[src/rtl/note_image_sched_pkg.sv]
// Shared definitions for the note-image display path: scheduler states,
// display-window geometry and image indices used by tone generator and RGB mux.
package note_image_sched_pkg;

   localparam int unsigned REQ_W   = 8;
   localparam int unsigned NOTE_W  = 4;
   localparam int unsigned COORD_W = 10;
   localparam int unsigned ADDR_W  = 16;
   localparam int unsigned HOLD_W  = 8;

   localparam int unsigned Y_TOP = 125;
   localparam int unsigned Y_BOT = 355;
   localparam int unsigned X_END = 640;
   localparam int unsigned IMG_W = 320;

   localparam logic [NOTE_W-1:0] IMG_IDLE = 4'd0;
   localparam logic [NOTE_W-1:0] IMG_M1   = 4'd1;
   localparam logic [NOTE_W-1:0] IMG_M2   = 4'd2;
   localparam logic [NOTE_W-1:0] IMG_M3   = 4'd3;
   localparam logic [NOTE_W-1:0] IMG_M4   = 4'd4;
   localparam logic [NOTE_W-1:0] IMG_M5   = 4'd5;
   localparam logic [NOTE_W-1:0] IMG_M6   = 4'd6;
   localparam logic [NOTE_W-1:0] IMG_M7   = 4'd7;
   localparam logic [NOTE_W-1:0] IMG_H1   = 4'd8;

   typedef enum logic [1:0] {
      ST_IDLE = 2'd0,
      ST_LIVE = 2'd1,
      ST_AUTO = 2'd2,
      ST_HOLD = 2'd3
   } sched_state_e;

endpackage

[src/rtl/note_prio_enc.sv]
// Lowest-set-bit encoder: request bit i maps to note i+1, no request maps to 0.
module note_prio_enc
   import note_image_sched_pkg::*;
(
   input  logic [REQ_W-1:0]  req_i,
   output logic [NOTE_W-1:0] note_c_o
);

   // Scan high to low so the lowest set bit is written last and wins.
   always_comb begin
      note_c_o = IMG_IDLE;
      for (int i = REQ_W - 1; i >= 0; i--) begin
         if (req_i[i]) note_c_o = NOTE_W'(i + 1);
      end
   end

endmodule

[src/rtl/note_image_sched.sv]
// Note-image scheduler: arbitrates keyboard vs autoplay, holds the last note after
// release, commits images on frame boundaries and generates the BRAM read address.
module note_image_sched #(
   parameter int unsigned HOLD_FRAMES = 30,
   parameter int unsigned Y_TOP       = note_image_sched_pkg::Y_TOP,
   parameter int unsigned Y_BOT       = note_image_sched_pkg::Y_BOT,
   parameter int unsigned X_END       = note_image_sched_pkg::X_END,
   parameter int unsigned IMG_W       = note_image_sched_pkg::IMG_W
) (
   input  logic                                       clk,
   input  logic                                       rst,
   input  logic [note_image_sched_pkg::REQ_W-1:0]     key_req,
   input  logic                                       auto_en,
   input  logic [note_image_sched_pkg::REQ_W-1:0]     auto_req,
   input  logic [note_image_sched_pkg::COORD_W-1:0]   x_counter,
   input  logic [note_image_sched_pkg::COORD_W-1:0]   y_counter,
   output logic [note_image_sched_pkg::NOTE_W-1:0]    img_sel,
   output logic [note_image_sched_pkg::ADDR_W-1:0]    addr,
   output logic                                       addr_valid,
   output logic                                       frame_tick,
   output logic                                       busy_auto
);

   import note_image_sched_pkg::*;

   sched_state_e        state_q, state_d;
   logic [NOTE_W-1:0]   tgt_q, tgt_d;
   logic [HOLD_W-1:0]   hold_q, hold_d;
   logic                from_auto_q, from_auto_d;
   logic [NOTE_W-1:0]   img_sel_q, img_sel_d;
   logic                busy_auto_q, busy_auto_d;
   logic [COORD_W-1:0]  prev_y_q;
   logic                frame_tick_q, frame_tick_d;
   logic [ADDR_W-1:0]   addr_q, addr_d;
   logic                addr_valid_q, addr_valid_d;

   logic [REQ_W-1:0]    auto_req_c;
   logic [NOTE_W-1:0]   key_note_c, auto_note_c;
   logic                key_hit_c, auto_hit_c, expire_c, in_win_c;
   logic [ADDR_W-1:0]   row_c;

   assign auto_req_c = auto_req & {REQ_W{auto_en}};

   note_prio_enc u_key_enc (
      .req_i    (key_req),
      .note_c_o (key_note_c)
   );

   note_prio_enc u_auto_enc (
      .req_i    (auto_req_c),
      .note_c_o (auto_note_c)
   );

   assign key_hit_c  = (key_note_c != IMG_IDLE);
   assign auto_hit_c = (auto_note_c != IMG_IDLE);

   always_ff @(posedge clk) begin
      if (rst) begin
         state_q      <= ST_IDLE;
         tgt_q        <= IMG_IDLE;
         hold_q       <= '0;
         from_auto_q  <= 1'b0;
         img_sel_q    <= IMG_IDLE;
         busy_auto_q  <= 1'b0;
         prev_y_q     <= '0;
         frame_tick_q <= 1'b0;
         addr_q       <= '0;
         addr_valid_q <= 1'b0;
      end else begin
         state_q      <= state_d;
         tgt_q        <= tgt_d;
         hold_q       <= hold_d;
         from_auto_q  <= from_auto_d;
         img_sel_q    <= img_sel_d;
         busy_auto_q  <= busy_auto_d;
         prev_y_q     <= y_counter;
         frame_tick_q <= frame_tick_d;
         addr_q       <= addr_d;
         addr_valid_q <= addr_valid_d;
      end
   end

   // Arbitration, hold countdown and frame-synchronous commit.
   always_comb begin
      state_d     = state_q;
      tgt_d       = tgt_q;
      hold_d      = hold_q;
      from_auto_d = from_auto_q;
      expire_c    = 1'b0;
      img_sel_d   = img_sel_q;
      busy_auto_d = busy_auto_q;

      if (key_hit_c) begin
         state_d = ST_LIVE;
         tgt_d   = key_note_c;
      end else if (auto_hit_c) begin
         state_d = ST_AUTO;
         tgt_d   = auto_note_c;
      end else begin
         unique case (state_q)
            ST_IDLE: tgt_d = IMG_IDLE;
            ST_LIVE,
            ST_AUTO: begin
               state_d     = ST_HOLD;
               hold_d      = HOLD_W'(HOLD_FRAMES);
               from_auto_d = (state_q == ST_AUTO);
            end
            ST_HOLD: begin
               if (frame_tick_q) begin
                  if (hold_q <= HOLD_W'(1)) begin
                     state_d  = ST_IDLE;
                     tgt_d    = IMG_IDLE;
                     hold_d   = '0;
                     expire_c = 1'b1;
                  end else begin
                     hold_d = hold_q - HOLD_W'(1);
                  end
               end
            end
            default: state_d = ST_IDLE;
         endcase
      end

      // The expiring tick already shows the idle picture.
      if (frame_tick_q) begin
         img_sel_d   = expire_c ? IMG_IDLE : tgt_q;
         busy_auto_d = !expire_c &&
                       ((state_q == ST_AUTO) || ((state_q == ST_HOLD) && from_auto_q));
      end
   end

   // Frame boundary detection and 2x2-doubled BRAM address.
   always_comb begin
      frame_tick_d = (y_counter == '0) && (prev_y_q != '0);
      in_win_c     = (x_counter < COORD_W'(X_END)) &&
                     (y_counter >= COORD_W'(Y_TOP)) &&
                     (y_counter < COORD_W'(Y_BOT));
      row_c        = ADDR_W'((y_counter - COORD_W'(Y_TOP)) >> 1);
      addr_d       = addr_q;
      addr_valid_d = 1'b0;
      if (in_win_c) begin
         addr_d       = row_c * ADDR_W'(IMG_W) + ADDR_W'(x_counter >> 1);
         addr_valid_d = 1'b1;
      end
   end

   assign img_sel    = img_sel_q;
   assign addr       = addr_q;
   assign addr_valid = addr_valid_q;
   assign frame_tick = frame_tick_q;
   assign busy_auto  = busy_auto_q;

endmodule

[config.mk]
export PLATFORM = sky130hd
export DESIGN_NAME = note_image_sched
export DESIGN_NICKNAME = d
export VERILOG_FILES = /design/src/rtl/note_image_sched_pkg.sv /design/src/rtl/note_prio_enc.sv /design/src/rtl/note_image_sched.sv
export SDC_FILE = /design/constraint.sdc
export NUM_CORES = 1
export LEC_CHECK = 0
export CORE_AREA = 5 5 87 89
export DETAILED_ROUTE_END_ITERATION = 10
export DIE_AREA = 0 0 92 94
export GPL_TIMING_DRIVEN = 1
export PLACE_DENSITY = 0.7
export SYNTH_ARGS = -nofsm -noshare
export SYNTH_HDL_FRONTEND = slang
export SYNTH_HIERARCHICAL = 1
export SYNTH_SLANG_ARGS = --single-unit
[constraint.sdc]
create_clock -name clk -period 5.47 [get_ports clk]
set_input_delay 1.094 -clock clk [delete_from_list [all_inputs] [get_ports clk]]
set_output_delay 1.094 -clock clk [all_outputs]
set_load 0.02 [all_outputs]
==> impl_metrics.tcl <==
set metrics [dict create \
    finalCritPeriodShare_pct 80.6 \
    synth_nets 398 \
    cp.arrival_ns 4.55 \
    holdWs_ns 0.494 \
    worst-r2r-setup-slack_ns 3.51 \
    fmax_ghz 0.227 \
    holdBufCountCts 0 \
    leakage_nw 1.44 \
    fin_skew_ns 0.0109 \
    path_clk_slew_ns 0.09 \
    cp.required_ns 5.61 \
    ys_seq_elements 48 \
    dr.pass1.iters 4 \
    cts_tree "yes" \
    gr-usage-all-layers_pct 15.1 \
    crit_chain "clkdlybuf4s50_1 -> inv_1 -> ha_1 -> nor2_1 -> xor2_1 -> ha_1 -> ha_1 -> fa_1 -> a21oi_1 -> o21ai_0 -> a21oi_1 -> xnor3_1 -> xnor2_1 -> a211oi_1" \
    final_cell_mix "clkdlybuf4s50_1 (60), dfxtp_1 (48), nor2_1 (47)" \
    gp_congestion 0.813 \
    slew_violations 0 \
    syn_area_per_cell_um2 8.74 \
    async_reset_ff_share_pct 0 \
    hold_class "flip-flop to flip-flop" \
    dr_total_vias 2468 \
    wl_per_cell_um 13.2 \
    crit-reg2reg-launch "state_q[0]" \
    cts_resized 0 \
    critPathTopFamily "adder cells" \
    synth_cell_types 47 \
    vdd_ir_drop_max_uv 179 \
    dp.cells 465 \
    ys_seq_area_share_pct 33.1 \
    tightest_slew_ns 1.03 \
    die_area_um2 8650 \
    std_cell_rows 30 \
    cts_max_level 2 \
    grt.overflow.total 0 \
    hold_viol 0 \
    synthFlopType "dfxtp_1" \
    wirelength_um 6250 \
    p_total_uw 915 \
    cts_setup_buffers 0 \
    layout-drive-gt1-share_pct 5.09 \
    final_common_cell "clkdlybuf4s50_1" \
    die_w_um 92 \
    drv_cap 0 \
    antenna_found_initial 0 \
    drcViolationCount 0 \
    timing.critical_path.buf_inv 2 \
    worst_setup_path_end_kind "flip-flop" \
    min-delay-start "hold_q[7]" \
    r2r.worst_path.cells 7 \
    io_buffers 60 \
    synth-edff-count 0 \
    syn-instance-count 332 \
    drtIter0Drc 38 \
    dpl_worst_slack_ns 0.768 \
    slew_headroom_pct 31.1 \
    core_area_um2 6680 \
    initial_core_util_pct 43.4 \
    clock_latency_ns 0.30 \
    r2r_end "hold_q[7]" \
    min_period_ns 4.41 \
    instances_no_fill 473 \
    critical_path.startpoint_type "primary input" \
    dp_hpwl_um 4840 \
    setup_violations 0 \
    crit_path_max_fanout 6 \
    critPathSlowestCell "clkdlybuf4s50_1" \
    outcome "finished, final reports clean" \
    yosys_warnings 6 \
    cts_buffers 5 \
    max_stage_delay_ns 0.56 \
    die_h_um 94 \
    n_antenna_cell 0 \
    rsz0062_at_grt "no" \
    syn2layout_area_growth_pct 26.7 \
    root_buffer "clkbuf_8" \
    ioPinCount 62 \
    synth_area_um2 2900 \
    timing_worst_setup_path_type "primary input to flip-flop" \
    p_per_area_nw_per_um2 249 \
    min_delay_path_depth 2 \
    fin_nets 458 \
    cpMostUsedCell "ha_1" \
    holdPathEnd "hold_q[7]" \
    tns_ns 0 \
    setup_ws_ns 1.06 \
    antenna_left 0 \
    clk_path_buf_depth 2 \
    clock-sinks 48 \
    grt_max_degree 46 \
    viasPerCell 5.22 \
    grt_pass1_wl_um 10800 \
    grt_pass1_vias 2467 \
]
registers in the layout, summed over array words and instances (netlist names):
register	count
from_auto_q	1
frame_tick	1
addr	16
hold_q	8
prev_y_q	10
state_q	2
addr_valid	1
busy_auto	1
tgt_q	4
img_sel	4
kinds of logic after synthesis:
group	share of synthesized area (%)
xor+xnor	7.42
buf+inv	3.62
simple gates	24.8
fa+ha+maj	12.2
flops	33.1
compound gates	15.1
mux	3.80
layer usage:
layer	up-vias	global-route usage, %	share of wire [%]	wire (um)
met5	-	0	0	0
met4	0	4.08	1.0	65
met3	7	2.96	3.5	218
met2	36	27.6	49	3040
met1	1140	17.9	47	2920
li1	1285	-	-	-
worst max path at each step:
stage,from,slack [ns],endpoint,depth (start not counted)
floorplan,y_counter[0],1.72,addr[15],13
global route,y_counter[0],0.77,addr[15],13
global placement,y_counter[0],0.80,addr[15],14
CTS,y_counter[0],1.05,addr[15],14
detailed placement,y_counter[0],0.77,addr[15],14
finish,y_counter[0],1.06,addr[15],14
area by class of cell:
type                    count  area (um2)
clock buffers               5        68.8
fillers                   634        3010
clock inverters             3        42.5
inverters                  16        60.1
multi-input cells         260        1830
well taps                  80         100
repair buffers             61         608
flip-flops and latches     48         961
per-stage QoR:
| step | utilization (%) | instance area (um2) |
|---|---|---|
| after floorplan | - | 2900 |
| after global placement | 53.3 | 3560 |
| after detailed placement | 53.3 | 3560 |
| after CTS | 55.0 | 3670 |
| after global routing | 55.0 | 3670 |
| final | 55.0 | 3670 |
synth_stat cells, types with 3 or more instances:
| master | instances | area [um2] |
|---|---|---|
| a211oi_1 | 8 | 60.1 |
| clkbuf_1 | 5 | 18.8 |
| o31ai_1 | 4 | 30.0 |
| nor3_1 | 9 | 45.0 |
| a221oi_1 | 4 | 35.0 |
| nand3_1 | 3 | 15.0 |
| nand2b_1 | 4 | 25.0 |
| and4b_1 | 3 | 30.0 |
| ha_1 | 25 | 313 |
| dfxtp_1 | 48 | 961 |
| nand4_1 | 3 | 18.8 |
| nand2_1 | 15 | 56.3 |
| a21oi_1 | 27 | 135 |
| xnor2_1 | 12 | 105 |
| xor2_1 | 10 | 87.6 |
| nor2_1 | 47 | 176 |
| a21o_1 | 3 | 22.5 |
| and2_1 | 8 | 50.1 |
| nor4_1 | 5 | 31.3 |
| inv_1 | 16 | 60.1 |
| nor2b_1 | 15 | 93.8 |
| nor3b_1 | 3 | 22.5 |
| mux2i_1 | 11 | 110 |
| o21ai_0 | 15 | 75.1 |
power breakdown:
part / total (mW) / switching (mW) / internal, mW / leakage (nW)
registers: 0.374 / 0.00828 / 0.366 / 0.393
clock network: 0.257 / 0.122 / 0.135 / 0.0541
logic: 0.283 / 0.148 / 0.135 / 0.993
tightest hold or removal path, delay by kind of cell (launching register included):
family / cells / cell delay, ns
flops: 1 / 0.33
compound gates: 2 / 0.12
Power figures use the tool's default switching activity.
